`src/rtl/bch_enc_pkg.sv`:
```
// ---------------------------------------------------------------------------
// bch_enc_pkg
// Shared constants for the binary BCH(8191-derived, m=13, t=8) encoder:
//   M, T       field degree and correction capability
//   R          parity bits (M*T = 104)
//   P, K       default beat width and message bits per frame
//   PRIM_POLY  primitive polynomial of GF(2^13): x^13+x^4+x^3+x+1
//   G_POLY     generator polynomial, degree R, coefficient i at bit i
//   state_t    encoder FSM states
// G_POLY is built at elaboration time as the product of (x + alpha^e) over
// the conjugacy classes of alpha^1, alpha^3, ..., alpha^(2T-1).
// ---------------------------------------------------------------------------
package bch_enc_pkg;

   localparam int M = 13;
   localparam int T = 8;
   localparam int R = M * T;
   localparam int P = 8;
   localparam int K = 1024;

   localparam logic [M:0] PRIM_POLY = 14'h201B;

   typedef enum logic [1:0] {IDLE, MSG, PAR} state_t;

   // GF(2^M) multiply, polynomial basis, reduced by PRIM_POLY
   function automatic logic [M-1:0] gf_mul(input logic [M-1:0] a, input logic [M-1:0] b);
      logic [M-1:0] r;
      r = '0;
      for (int i = M - 1; i >= 0; i--) begin
         r = {r[M-2:0], 1'b0} ^ (r[M-1] ? PRIM_POLY[M-1:0] : '0);
         if (b[i]) r = r ^ a;
      end
      return r;
   endfunction

   // Product of all R roots; the GF(2^M) coefficients collapse to 0/1
   function automatic logic [R:0] gen_poly();
      logic [M-1:0] c [0:R];
      logic [M-1:0] a;
      logic [R:0]   g;
      int           deg;
      for (int d = 0; d <= R; d++) c[d] = '0;
      c[0] = M'(1);
      deg  = 0;
      for (int i = 1; i < 2 * T; i += 2) begin
         a = M'(1);
         for (int s = 0; s < i; s++) a = gf_mul(a, M'(2));
         // walk the conjugates a, a^2, a^4, ...
         for (int s = 0; s < M; s++) begin
            for (int d = deg + 1; d >= 1; d--) c[d] = c[d-1] ^ gf_mul(c[d], a);
            c[0] = gf_mul(c[0], a);
            deg++;
            a = gf_mul(a, a);
         end
      end
      for (int d = 0; d <= R; d++) g[d] = c[d][0];
      return g;
   endfunction

   localparam logic [R:0] G_POLY = gen_poly();

endpackage

```
`src/rtl/bch_enc_lfsr_step.sv`:
```
// ---------------------------------------------------------------------------
// bch_enc_lfsr_step
// Combinational P-bit advance of the systematic-encoder remainder register.
// Equivalent to P serial LFSR clocks, din[P-1] consumed first.
//   rem_in   current remainder (R bits)
//   din      P message bits, bit P-1 highest degree
//   rem_out  remainder after the P steps
// ---------------------------------------------------------------------------
module bch_enc_lfsr_step
   import bch_enc_pkg::*;
#(
   parameter int P = bch_enc_pkg::P
) (
   input  logic [R-1:0] rem_in,
   input  logic [P-1:0] din,
   output logic [R-1:0] rem_out
);

   logic fb;

   always_comb begin
      rem_out = rem_in;
      fb      = 1'b0;
      for (int i = P - 1; i >= 0; i--) begin
         fb      = rem_out[R-1] ^ din[i];
         rem_out = {rem_out[R-2:0], 1'b0} ^ ({R{fb}} & G_POLY[R-1:0]);
      end
   end

endmodule

```
`src/rtl/bch_encoder_p8.sv`:
```
// ---------------------------------------------------------------------------
// bch_encoder_p8
// Streaming systematic BCH encoder, P bits per beat. Passes K/P message
// beats through a registered output stage, then emits R/P parity beats.
//   clk, rst_n            clock, async active-low reset
//   in_valid/in_ready     message beat handshake, in_data[P-1] highest degree
//   out_valid/out_ready   codeword beat handshake, out_data[P-1] sent first
//   out_parity            beat carries parity
//   out_last              final parity beat of the codeword
// ---------------------------------------------------------------------------
module bch_encoder_p8
   import bch_enc_pkg::*;
#(
   parameter int P = bch_enc_pkg::P,
   parameter int K = bch_enc_pkg::K
) (
   input  logic         clk,
   input  logic         rst_n,
   input  logic         in_valid,
   output logic         in_ready,
   input  logic [P-1:0] in_data,
   output logic         out_valid,
   input  logic         out_ready,
   output logic [P-1:0] out_data,
   output logic         out_parity,
   output logic         out_last
);

   localparam int KB = K / P;
   localparam int RB = R / P;
   localparam int CW = $clog2(((KB > RB) ? KB : RB) + 1);

   state_t         state, state_nx;
   logic [CW-1:0]  cnt;
   logic [R-1:0]   lfsr, lfsr_nx, par_sr;
   logic           out_free, take_in, take_out, last_msg, last_par, par_load;

   bch_enc_lfsr_step #(.P(P)) u_step (
      .rem_in  (lfsr),
      .din     (in_data),
      .rem_out (lfsr_nx)
   );

   // state register
   always_ff @(posedge clk or negedge rst_n) begin
      if (!rst_n) state <= IDLE;
      else        state <= state_nx;
   end

   // next state
   always_comb begin
      state_nx = state;
      case (state)
         IDLE, MSG: if (take_in) state_nx = last_msg ? PAR : MSG;
         PAR:       if (take_out && out_last) state_nx = IDLE;
         default:   state_nx = IDLE;
      endcase
   end

   // handshake / control strobes
   always_comb begin
      out_free = !out_valid || out_ready;
      in_ready = (state != PAR) && out_free;
      take_in  = in_valid && in_ready;
      take_out = out_valid && out_ready;
      last_msg = (cnt == CW'(KB - 1));
      last_par = (cnt == CW'(RB - 1));
      // once the final parity beat sits in the output stage, stop loading
      par_load = (state == PAR) && out_free && !(out_valid && out_last);
   end

   // beat counter: message beats accepted in MSG, parity beats loaded in PAR
   always_ff @(posedge clk or negedge rst_n) begin
      if (!rst_n)        cnt <= '0;
      else if (take_in)  cnt <= last_msg ? '0 : cnt + CW'(1);
      else if (par_load) cnt <= last_par ? '0 : cnt + CW'(1);
   end

   // remainder and parity shift register; the LFSR is cleared as its final
   // value moves into par_sr, so the next frame starts from zero
   always_ff @(posedge clk or negedge rst_n) begin
      if (!rst_n) begin
         lfsr   <= '0;
         par_sr <= '0;
      end else if (take_in) begin
         lfsr <= last_msg ? '0 : lfsr_nx;
         if (last_msg) par_sr <= lfsr_nx;
      end else if (par_load) begin
         par_sr <= {par_sr[R-P-1:0], {P{1'b0}}};
      end
   end

   // registered output stage
   always_ff @(posedge clk or negedge rst_n) begin
      if (!rst_n) begin
         out_valid  <= 1'b0;
         out_data   <= '0;
         out_parity <= 1'b0;
         out_last   <= 1'b0;
      end else if (take_in) begin
         out_valid  <= 1'b1;
         out_data   <= in_data;
         out_parity <= 1'b0;
         out_last   <= 1'b0;
      end else if (par_load) begin
         out_valid  <= 1'b1;
         out_data   <= par_sr[R-1 -: P];
         out_parity <= 1'b1;
         out_last   <= last_par;
      end else if (take_out) begin
         out_valid  <= 1'b0;
      end
   end

endmodule

```
`config.mk`:
```
export PLATFORM = sky130hd
export DESIGN_NAME = bch_encoder_p8
export DESIGN_NICKNAME = d
export VERILOG_FILES = /design/src/rtl/bch_enc_pkg.sv /design/src/rtl/bch_enc_lfsr_step.sv /design/src/rtl/bch_encoder_p8.sv
export SDC_FILE = /design/constraint.sdc
export NUM_CORES = 1
export LEC_CHECK = 0
export ABC_AREA = 1
export CORE_AREA = 3 3 187 189
export CTS_BUF_LIST = sky130_fd_sc_hd__clkbuf_8 sky130_fd_sc_hd__clkbuf_16
export DETAILED_ROUTE_END_ITERATION = 10
export DIE_AREA = 0 0 190 192
export HOLD_SLACK_MARGIN = 0.06
export PLACE_DENSITY = 0.52
export RECOVER_POWER = 100
export SYNTH_ARGS = -nofsm -noshare
export SYNTH_HDL_FRONTEND = slang
export SYNTH_HIERARCHICAL = 1
export SYNTH_SLANG_ARGS = --single-unit
```
`constraint.sdc`:
```
create_clock -name clk -period 5.55 [get_ports clk]
set_input_delay 1.11 -clock clk [delete_from_list [all_inputs] [get_ports clk]]
set_output_delay 1.11 -clock clk [all_outputs]
set_load 0.005 [all_outputs]
```
# Word-level counts from Yosys, hierarchy flattened
# Cells that the tools add are included.
# totals
reg_bits	229
latchBits	0
mem_bits_rw	0
mem_bits_ro	0
in_bits	12
elab_cells	70
memories	0
# classes
n_addsub	1
mul	0
n_div	0
order_cmp	0
eq_ne	8
n_shift	0
mux	21
bitwise_logic	16
n_reduce_logical	16
# op_table
operator	count
104-bit by 101-bit XOR with 104-bit output	8
104-bit 2-to-1 mux	4
8-bit 2-to-1 mux	6
8-bit by 1-bit adder with 8-bit output, second input constant	1
8-bit by 4-bit equality test with 1-bit output, second input constant	1
8-bit by 7-bit equality test with 1-bit output, second input constant	1
1-bit XOR	8
1-bit logical AND	7
1-bit 2-to-1 mux	7
2-bit 2-to-1 mux	3
2-bit != test, second input constant	3
2-bit case mux with 2 select lines	1
2-bit AND reduction	2
3-bit nonzero test	1
2-bit by 1-bit equality test with 1-bit output, second input constant	1
2-bit equality test, second input constant	1
1-bit logical NOT	2
2-bit logical NOT	1
2-bit by 1-bit != test with 1-bit output, second input constant	1
2-bit nonzero test	1
2-bit OR reduction	1
1-bit logical OR	1

# Depth between registers and ports, before layout
# depth
ltp_word	18
mapped_depth	18

# Cells and area by module
# The synthesis kept the hierarchy.
# by_module_without_submodules
module	n_inst	cells_each	area_each_um2	seq_area_each_um2
bch_encoder_p8	1	1138	10272.4	5730.5
bch_enc_lfsr_step	1	459	3123.0	0.0

# Least setup slack after synthesis
# Ideal clock, no wire load.
# synth_path
kind	in2out
startpoint	input out_ready
endpoint	output in_ready
arrival_time_ps	1436
setup_slack_ps	3004
cell_stages	4
path_buffers	0
path_cell_list	inv_1 nand2_1 nand2_1 inv_1
# synth_via
elab_chain_len	2
# synth_rtl
element	line	text
from (decl)	bch_encoder_p8.sv:23	input logic out_ready,
1-bit logical OR	bch_encoder_p8.sv:62	out_free = !out_valid || out_ready;
1-bit logical AND	bch_encoder_p8.sv:63	in_ready = (state != PAR) && out_free;
to (decl)	bch_encoder_p8.sv:20	output logic in_ready,
# Every way passes these cells.

# Worst setup path after layout
# layout_path
startpoint	input in_data[5]
endpoint	register par_sr[33]
# layout_via
elab_chain_len	10
# layout_rtl
element	line	text
from (decl)	bch_encoder_p8.sv:21	input logic [P-1:0] in_data,
1-bit XOR	bch_enc_lfsr_step.sv:25	fb = rem_out[R-1] ^ din[i];
104-bit by 101-bit XOR with 104-bit output (4 in series)	bch_enc_lfsr_step.sv:26	rem_out = {rem_out[R-2:0], 1'b0} ^ ({R{fb}} & G_POLY[R-1:0]);
1-bit XOR	bch_enc_lfsr_step.sv:25	
104-bit by 101-bit XOR with 104-bit output (2 in series)	bch_enc_lfsr_step.sv:26	
named net lfsr_nx[33]	bch_encoder_p8.sv:35	logic [R-1:0] lfsr, lfsr_nx, par_sr;
104-bit 2-to-1 mux	bch_encoder_p8.sv:87	if (last_msg) par_sr <= lfsr_nx;
104-bit 2-to-1 mux	bch_encoder_p8.sv:85	end else if (take_in) begin
to (signal assigned)	bch_encoder_p8.sv:87	
to (signal assigned)	bch_encoder_p8.sv:89	par_sr <= {par_sr[R-P-1:0], {P{1'b0}}};
to (decl)	bch_encoder_p8.sv:35	
# The timed path passes the listed nets, and every way through them passes these cells. The select of a mux whose other input is x is not followed.
# A chain may end at the register's enable or synchronous reset.

==> results.md <==
- TritonRoute pass-1 iters: 5
- Final clock period utilization by the worst path: 0.794
- Synth cell types: 37
- Critical Path End Type: flop
- Largest clock skew in the final design: 0.0137 ns
- Most used cells in the layout excluding fill and tap cells: nand2_1, o21ai_0, dfrtp_1
- Clock tree from TritonCTS: yes
- Largest fanout on the critical path: 16
- WL per Instance: 16.7 um
- Most common cell after layout, fill and taps aside: nand2_1
- Power density over the cells: 610 nW/um^2
- Final net count: 1593
- Largest family of logic cells by synthesized area: simple AND/OR/NAND/NOR gates
- Total half-perimeter wirelength after legalization and detailed placement: 21.5 mm
- DRT antenna net count: 0
- Max frequency: 0.227 GHz
- Adder and majority gate portion of the synthesized area: 0.00187
- EDFF count, synth: 0
- Fraction of layout cells with a size suffix above 1: 0.0757
- Slowest cell on the critical path: nand2_1
- CTS Sinks: 229
- Critical Path RT: 5.98 ns
- CP top delay family: simple AND/OR/NAND/NOR gates
- Worst slack on hold paths: 0.473 ns
- Remaining design rule violation count: 0
- Total of flip-flops plus latches after synthesis: 229
- Via count of the first global-routing pass: 9654
- Maximum number of buffers from clock root to sink: 3
- Area growth, synth to finish: 6.61%
- Core Footprint: 33400 sq um
- Num CTS Buffers: 28
- Count of fill cells added during filler insertion: 3404
- All-layer global routing usage: 0.191
- Buffer and inverter count on the worst path: 3
- Post-CTS sizing: 0
- Global placement routability congestion: 0.827
- Max-slew violation total from the final report: 210
- Setup repair after global routing missed its margin: false
- Min-Delay Path Class: flop to flop
- Max Cap Viol: 4
- First-pass GRT wire length: 55.8 mm
- Effective utilization at floorplan: 0.400
- Cell row count: 67
- Mapped Nets: 1611
- Final critical path time including I/O delays and setup: 4.41 ns
- Clock tree root driver cell: clkbuf_16
- Wire length reported by the detailed router: 34.2 mm
- Mux contribution to synthesized area: 0
- Seq/Total Area, Yosys: 0.428
- Share of async-settable or async-resettable flops after synthesis: 1.00
- Largest net degree at the start of global routing: 124
- Area enclosed by the die boundary: 36500 sq um
- Worst VDD drop: 0.268 mV
- Simple logic cell fraction of the synthesized area: 0.186
- Leakage power total: 7.03 nW
- Longest individual stage delay on the worst path: 0.87 ns
- Clock slew at the register clock pins of the worst setup and hold paths: 0.05 ns
- Worst setup path class: input port to flop
- Util after Layout: 0.427
- Pin slew with the least headroom to its limit: 2.73 ns
- Avg Inst Size Synth: 8.39 sq um
- Post-CTS Hold Buffers: 0
- Data arrival time at the worst-slack endpoint: 4.84 ns
- Gr ovfl total: 0
- Die span in x: 190 um
- Final hold vios: 0
- Number of levels in the clock H-tree: 1
- Pwr Total: 0.00871 W
- Xor and xnor area share after synthesis: 0.136
- IO Pins: 24
- Post-CTS Setup Repair Bufs: 0
- Routed vias: 9916
- Number of endpoints failing setup at the final stage: 0
- Cells after synthesis: 1597
- Violated checks: max-capacitance violations, max-slew violations
- Critical Path, Cell by Cell: clkdlybuf4s50_1 -> inv_1 -> nand2_1 -> nand2_2 -> buf_4 -> nand2_2 -> nand2_4 -> nand2_4 -> nand3_2 -> nand2_1 -> nand2_1 -> nand2_2 -> nand2_1 -> nand2_1 -> nand2_1 -> o21ai_0 -> nand2_1 -> o21ai_2
- Port Buffers: 23
- Number of design-rule violations left by the first detailed-router iteration: 562
- Prevailing post-synth register cell: dfrtp_1
- Count of synthesis-stage warnings from yosys: 6
- Type of origin of the critical path: input port
- Most prevalent standard cell on the critical path: nand2_1
- Clock latency on the worst-skew pair: 0.54 ns
- Ant diodes: 0
- Via/cell ratio: 4.85
- Antenna violations before repair: 0
- Die span in y: 192 um
- Mapped cell area: 13400 sq um
- Sum Neg Setup Slack: 0 ns
- Status: finished, violations left
- Area fraction in compound gates after synthesis: 0.152
- Tightest slew margin relative to the limit: -0.819
==> Yosys cell counts (8+ instances only) <==
| master | n | share of area |
|---|---|---|
| a22o_1 | 8 | 0.0052 |
| xor2_1 | 146 | 0.095 |
| o21ai_2 | 96 | 0.063 |
| o21ai_0 | 214 | 0.080 |
| nand3_1 | 24 | 0.0090 |
| nand2_4 | 15 | 0.013 |
| nor2_1 | 20 | 0.0056 |
| nand2_1 | 467 | 0.13 |
| clkbuf_1 | 33 | 0.0092 |
| nand2_2 | 28 | 0.013 |
| buf_2 | 15 | 0.0056 |
| dfrtp_1 | 229 | 0.43 |
| xnor2_1 | 45 | 0.029 |
| buf_6 | 25 | 0.021 |
| inv_1 | 178 | 0.050 |
==> cell families (layout without fill, tap and decap cells) <==
group,Yosys count,after routing
and+or+nand+nor,574,574
DFF,229,229
xor gates and xnor gates,198,198
buffers and inverters,268,269
adders and majority gates,2,2
AOI/OAI and AO/OA,326,326
==> per-stage QoR <==
step                worst slack [ns]  instance area, sq um  std cells
floorplan                       3.00                 13400       1597
global placement                1.44                 13800       1997
detailed placement              1.44                 13800       1997
CTS                             1.98                 14700       2046
global route                   0.905                 14300       2046
finish                          1.14                 14300       2046
==> per-layer routing <==
metal	GRT usage	up-vias	part of all wire
li1	-	4936	-
met1	0.281	4780	0.49
met2	0.302	156	0.45
met3	0.0221	44	0.040
met4	0.0461	0	0.020
met5	0	-	0
==> power by group <==
group          internal, W  switching, W  leakage [nW]
clock              0.00110      0.000715         0.483
sequential         0.00209      0.000316          2.44
combinational      0.00165       0.00283          4.11
total              0.00484       0.00387          7.03
==> tightest hold or removal path, stage by stage, from the launching register on <==
cell and delay (ns):
dfrtp_1 0.33, nand2_1 0.05, nand2_1 0.05
==> registers in the layout, summed over array words and instances, names as in the netlist <==
register    count
out_valid       1
cnt             8
state           2
out_data        8
par_sr        104
lfsr          104
out_last        1
out_parity      1
==> cell type report <==
class | instances | area, sq um | share of cell area
Multi-Input combinational cell | 1100 | 6000 | 0.420
Sequential cell | 229 | 5730 | 0.401
Clock buffer | 38 | 850 | 0.0595
Inverter | 185 | 697 | 0.0488
Tap cell | 448 | 561 | 0.0393
Timing Repair Buffer | 35 | 364 | 0.0255
Clock inverter | 11 | 77.6 | 0.00543
==> worst paths after layout <==
kind                                to  slack, ns         from  cells past startpoint
setup / recovery            par_sr[33]       1.14   in_data[5]                     18
hold / removal             out_data[5]       0.47  out_data[5]                      2
setup reg to reg            par_sr[72]       1.74       cnt[0]                     10
hold reg to reg            out_data[5]       0.47  out_data[5]                      2
max in group asynchronous   par_sr[62]       1.95        rst_n                      2
min in group asynchronous    out_valid       0.52        rst_n                      1
No activity file was read; power rests on OpenSTA's default activity.
==> RTL change 1: new RTL, config.mk and constraints unchanged <==
`P`: 8 -> 4.
--- a/src/rtl/bch_enc_pkg.sv
+++ b/src/rtl/bch_enc_pkg.sv
@@ -15,7 +15,7 @@
    localparam int M = 13;
    localparam int T = 8;
    localparam int R = M * T;
-   localparam int P = 8;
+   localparam int P = 4;
    localparam int K = 1024;
 
    localparam logic [M:0] PRIM_POLY = 14'h201B;
Interface: changed (resized in_data and out_data); port bits go from 24 to 16. No check against the original RTL was run, so the function may have changed too.
==> RTL change 1 against the unedited design <==
- the flow still finishes with violations (capacitance limit, slew limit)
- area after synthesis is 10% lower
- worst setup slack worse by 44 ps
- cell area fell by 7.4%
- sequential cell count shrank 3
- power decreased by 25%
- combinational power is 48% lower
- wire length fell by 14%
- register-to-register slack improved by 140 ps
==> RTL change 1: results (changes against the unedited design) <==
* Outcome: complete, but fails checks (unchanged)
* Failing checks: capacitance limit, slew limit (unchanged)
* Placed cells at 2,004 (was 1,997)
* Crit-path max FO at 76 (was 16)
* Top FF cell, synth: dfrtp_1 (unchanged)
* First-pass GRT wire length at 49,700 µm (was 55,800 µm)
* R2R Path End: lfsr[15] (was par_sr[72])
* Slew Viols, Final at 271 (was 210)
* Netlist cell types at 28 (was 37)
* Leakage power at 7.27 nW (was 7.03 nW)
* Mean Syn Cell Area at 7.42 µm² (was 8.39 µm²)
* Via Count at 9,610 (was 9,916)
* 1st-iter DRT viols at 603 (was 562)
* Hold-critical path endpoint: par_sr[56] (was out_data[5])
* Max Cap Viol at 3 (was 4)
* Post-cts resize count at 0 (unchanged)
* Largest registers: lfsr (104), par_sr (104), cnt (9) (was lfsr (104), par_sr (104))
* Top post-synthesis cells by count: nand2_1, dfrtp_1, o21ai_0 (unchanged)
* Largest net degree at the start of global routing at 148 (was 124)
* Post-DP HPWL at 16,000 µm (was 21,500 µm)
* Setup Buffers After CTS at 0 (unchanged)
* Sequential area share after synthesis at 46.9% (was 42.8%)
* Max clock buf depth at 3 (unchanged)
* Placed Area at 0.0123 mm² (was 0.0138 mm²)
* Largest cells by area after synthesis: dfrtp_1, nand2_1, o21ai_0 (was dfrtp_1, nand2_1, xor2_1)
* Clock Skew at 15.8 ps (was 13.7 ps)
* Worst r2r src: out_valid (was cnt[0])
* Port bufs at 15 (was 23)
* GRT Total Usage at 16.6% (was 19.1%)
* Layout cells sized above 1 at 6.74% (was 7.57%)
* Slew headroom at -38.4% (was -81.9%)
* Hold Crit Start: par_sr[56] (was out_data[5])
* FFs w/ async S/R, synth at 100% (unchanged)
* Total CTS buffers at 26 (was 28)
* Post-route ant nets at 0 (unchanged)
* RD Place Congestion at 0.736 (was 0.827)
* Register-to-Register Path Depth at 6 (was 10)
* Mean routed wirelength per cell at 14.3 µm (was 16.7 µm)
* HP Class: reg -> reg (unchanged)
* Clk_lat worst skew at 530 ps
* Routed WL at 29,300 µm (was 34,200 µm)
* WHS Path Cells at 2 (unchanged)
* Worst EP arrival at 4870 ps (was 4840 ps)
* VDD IR max at 0.000265 V (was 0.000268 V)
* R2R setup slack at 1880 ps (was 1740 ps)
* Worst hold slack at 466 ps (was 473 ps)
* Syn nets at 1,636 (was 1,611)
* Sw frac at 38.5% (was 44.4%)
[RTL change 1: kinds of logic after synthesis]
group / after synthesis / share of synthesized area, %
compound gates: 132 / 5.71
xor+xnor: 70 / 6.71
fa+ha+maj: 4 / 0.415
buf+inv: 193 / 7.55
simple gates: 999 / 32.7
flops: 226 / 46.9
[RTL change 1: cell type report]
| class | count | area [µm²] |
|---|---|---|
| fillers | 3464 | 20200 |
| flip-flops and latches | 226 | 5660 |
| multi-input cells | 1205 | 5510 |
| clock buffers | 36 | 800 |
| well taps | 448 | 561 |
| inverters | 100 | 380 |
| repair buffers | 25 | 235 |
| clock inverters | 10 | 92.6 |
[RTL change 1: worst max path at each step]
stage	startpoint	depth (start not counted)	slack, ps	to
6_report	out_ready	8	1100	lfsr[15]
5_1_grt	out_ready	8	790	lfsr[15]
4_1_cts	out_ready	10	1510	par_sr[99]
3_5_place_dp	out_ready	10	960	par_sr[99]
3_3_place_gp	out_ready	10	1050	par_sr[101]
2_1_floorplan	out_ready	4	3120	in_ready
[RTL change 1: power groups by stage]
stage               clock network [mW]  logic (mW)  registers, mW
finish                            1.76        2.35           2.44
global route                      1.89        2.73           2.51
CTS                               1.82        2.39           2.44
detailed placement                   0        2.37           2.47
global placement                     0        2.34           2.46
floorplan                            0        1.96           2.40
[RTL change 1: layer usage]
layer,share of wire (%),vias up,track usage (%)
li1,-,4850,-
met1,49,4612,22.7
met2,46,113,28.1
met3,3.4,35,2.24
met4,1.6,0,3.55
met5,0,-,0
[RTL change 1: stage by stage]
stage | util [%] | setup slack (ps)
2_1_floorplan | - | 3120
3_3_place_gp | 36.9 | 1050
3_5_place_dp | 36.9 | 959
4_1_cts | 39.6 | 1510
5_1_grt | 39.6 | 792
6_report | 39.6 | 1100
[RTL change 1: worst max-delay path: stages]
cell and delay [ps]:
dlygate4sd3_1 530, clkinv_1 70, nand2_1 170, nand3_4 380, clkinv_2 570, clkbuf_2 1370, nand2_1 290, o21ai_0 250
==> RTL change 2: new RTL, config.mk and constraints unchanged <==
Made on the original files. The 3 states of `state_t` get a one-hot encoding in 3 bits.
--- a/src/rtl/bch_enc_pkg.sv
+++ b/src/rtl/bch_enc_pkg.sv
@@ -20,7 +20,7 @@
 
    localparam logic [M:0] PRIM_POLY = 14'h201B;
 
-   typedef enum logic [1:0] {IDLE, MSG, PAR} state_t;
+   typedef enum logic [2:0] {IDLE = 3'b001, MSG = 3'b010, PAR = 3'b100} state_t;
 
    // GF(2^M) multiply, polynomial basis, reduced by PRIM_POLY
    function automatic logic [M-1:0] gf_mul(input logic [M-1:0] a, input logic [M-1:0] b);
Behaviour: no difference found for any inputs over 10 cycles, from zero or initial values and one cycle with rst_n low; not proved beyond that.
==> RTL change 2 against the unedited design <==
- the run still ends with capacitance limit, slew limit left
- cell count increased by 6.0%
- combinational power rose by 2%
- worst setup slack worse by 55 ps
- sequential share of layout area is 0.062 points lower
- power rose by 2.2%
- non-clock buffer count decreased by 2
- sequential cell count increased by 1
- area after synthesis down 1.8%
- cell area rose by 0.61%
- wire length increased by 2.8%
- clock power is 4% higher
- fmax decreased by 1.2%
- via count up 5.2%
==> RTL change 2: results (changes against the unedited design) <==
* Outcome: complete, but fails checks (unchanged)
* Failing checks: capacitance limit, slew limit (unchanged)
* Register-to-Register Path Depth at 15 (was 10)
* GRT Total Usage at 19.6% (was 19.1%)
* Worst hold slack at 467 ps (was 473 ps)
* HP Class: reg -> reg (unchanged)
* Syn nets at 1,732 (was 1,611)
* Routed WL at 35,100 µm (was 34,200 µm)
* First-pass GRT wire length at 57,400 µm (was 55,800 µm)
* Slew Viols, Final at 197 (was 210)
* VDD IR max at 0.000282 V (was 0.000268 V)
* Worst r2r src: lfsr[102] (was cnt[0])
* Max Cap Viol at 3 (was 4)
* Mean Syn Cell Area at 7.65 µm² (was 8.39 µm²)
* Worst EP arrival at 4930 ps (was 4840 ps)
* Filler cells at 3,446 (was 3,404)
* 1st-iter DRT viols at 674 (was 562)
* Clock Skew at 13.2 ps (was 13.7 ps)
* Largest net degree at the start of global routing at 208 (was 124)
* Sequential area share after synthesis at 43.8% (was 42.8%)
* Slew headroom at -98.4% (was -81.9%)
* Netlist cell types at 38 (was 37)
* Area fraction in compound gates after synthesis at 5.31% (was 15.2%)
* RD Place Congestion at 0.779 (was 0.827)
* Layout cells sized above 1 at 5.52% (was 7.57%)
* Top post-synthesis cells by count: nand2_1, dfrtp_1, xor2_1 (was nand2_1, dfrtp_1, o21ai_0)
* Mean routed wirelength per cell at 16.2 µm (was 16.7 µm)
* Worst-path clk slew at 50 ps (about the same)
* Post-DP HPWL at 20,800 µm (was 21,500 µm)
* R2R setup slack at 1870 ps (was 1740 ps)
* Worst slack at placement at 1450 ps (was 1440 ps)
* Antenna violations before repair at 0 (unchanged)
* Largest cells by area after synthesis: dfrtp_1, nand2_1, xor2_1 (unchanged)
* R2R Path End: par_sr[48] (was par_sr[72])
* CP max-delay cell: dlygate4sd3_1 (was nand2_1)
* Adder-cell share of the synthesized area at 0.190% (was 0.187%)
* Crit-path max FO at 20 (was 16)
* Slowest Stage Delay on Critical Path at 610 ps (was 870 ps)
* Hold Crit Start: par_sr[27] (was out_data[5])
* Max clock buf depth at 3 (unchanged)
* Placed cells at 2,118 (was 1,997)
* Leakage power at 7.78 nW (was 7.03 nW)
* XOR/XNOR Fraction of Synth Area at 13.8% (was 13.6%)
* Placed Area at 0.0135 mm² (was 0.0138 mm²)
* WHS Path Cells at 2 (unchanged)
* Setup Buffers After CTS at 0 (unchanged)
* Post-cts resize count at 0 (unchanged)
==> RTL change 2: cell count changes after synthesis, sizes merged, moves of 2 or more <==
cell,change
buf,+6
clkbuf,-8
inv,-93
nand2,+400
nand3,+7
nand4,+2
o211ai,-3
o21ai,-190
==> RTL change 2: report_power, final <==
group          total [mW]  switching [mW]  internal, mW
Sequential           2.44           0.327          2.11
Combinational        4.58            2.91          1.67
Clock                1.89           0.723          1.16
==> RTL change 2: cells by family after synthesis <==
kind of cell               Yosys count
AOI/OAI and AO/OA                  133
and+or+nand+nor                    981
buffers and inverters              174
adders and majority gates            2
DFF                                230
xor gates and xnor gates           198
==> RTL change 2: layout make-up <==
| cell class | instances | area, µm² | share of cell area (%) |
|---|---|---|---|
| Clock buffer | 39 | 863 | 6.01 |
| Sequential cell | 230 | 5760 | 40.1 |
| Tap cell | 448 | 561 | 3.90 |
| Clock inverter | 12 | 103 | 0.714 |
| Multi-Input combinational cell | 1314 | 6430 | 44.8 |
| Inverter | 93 | 355 | 2.47 |
| Timing Repair Buffer | 33 | 299 | 2.08 |
==> RTL change 2: worst register-to-register path, stage by stage, from the launching register on <==
cell and delay, ps:
dfrtp_1 430, inv_2 70, nand2_1 50, nand2_1 310, clkbuf_1 550, nand2_2 110
nand2_1 590, nand2_4 120, nand2_4 310, xor2_1 430, nand2_1 100, nand2_1 170
nand2_1 90, nand2_1 120, nand2_1 50, nand2_1 100
==> RTL change 2: worst max path at each step <==
stage / from / end / slack (ps) / depth (start not counted)
after global routing: in_data[6] / par_sr[48] / 870 / 16
final: in_data[6] / par_sr[48] / 1090 / 16
after global placement: out_ready / par_sr[98] / 1480 / 11
after floorplan: in_data[5] / par_sr[14] / 3050 / 17
after CTS: out_ready / par_sr[8] / 1990 / 11
after detailed placement: out_ready / par_sr[8] / 1450 / 11
==> RTL change 2: metal layers <==
metal	share of wire (%)	vias to the layer above	global-route usage [%]
met5	0	-	0
met4	1.5	0	3.53
met3	4.3	35	2.06
met2	44	175	31.7
met1	50	5015	28.9
li1	-	5203	-
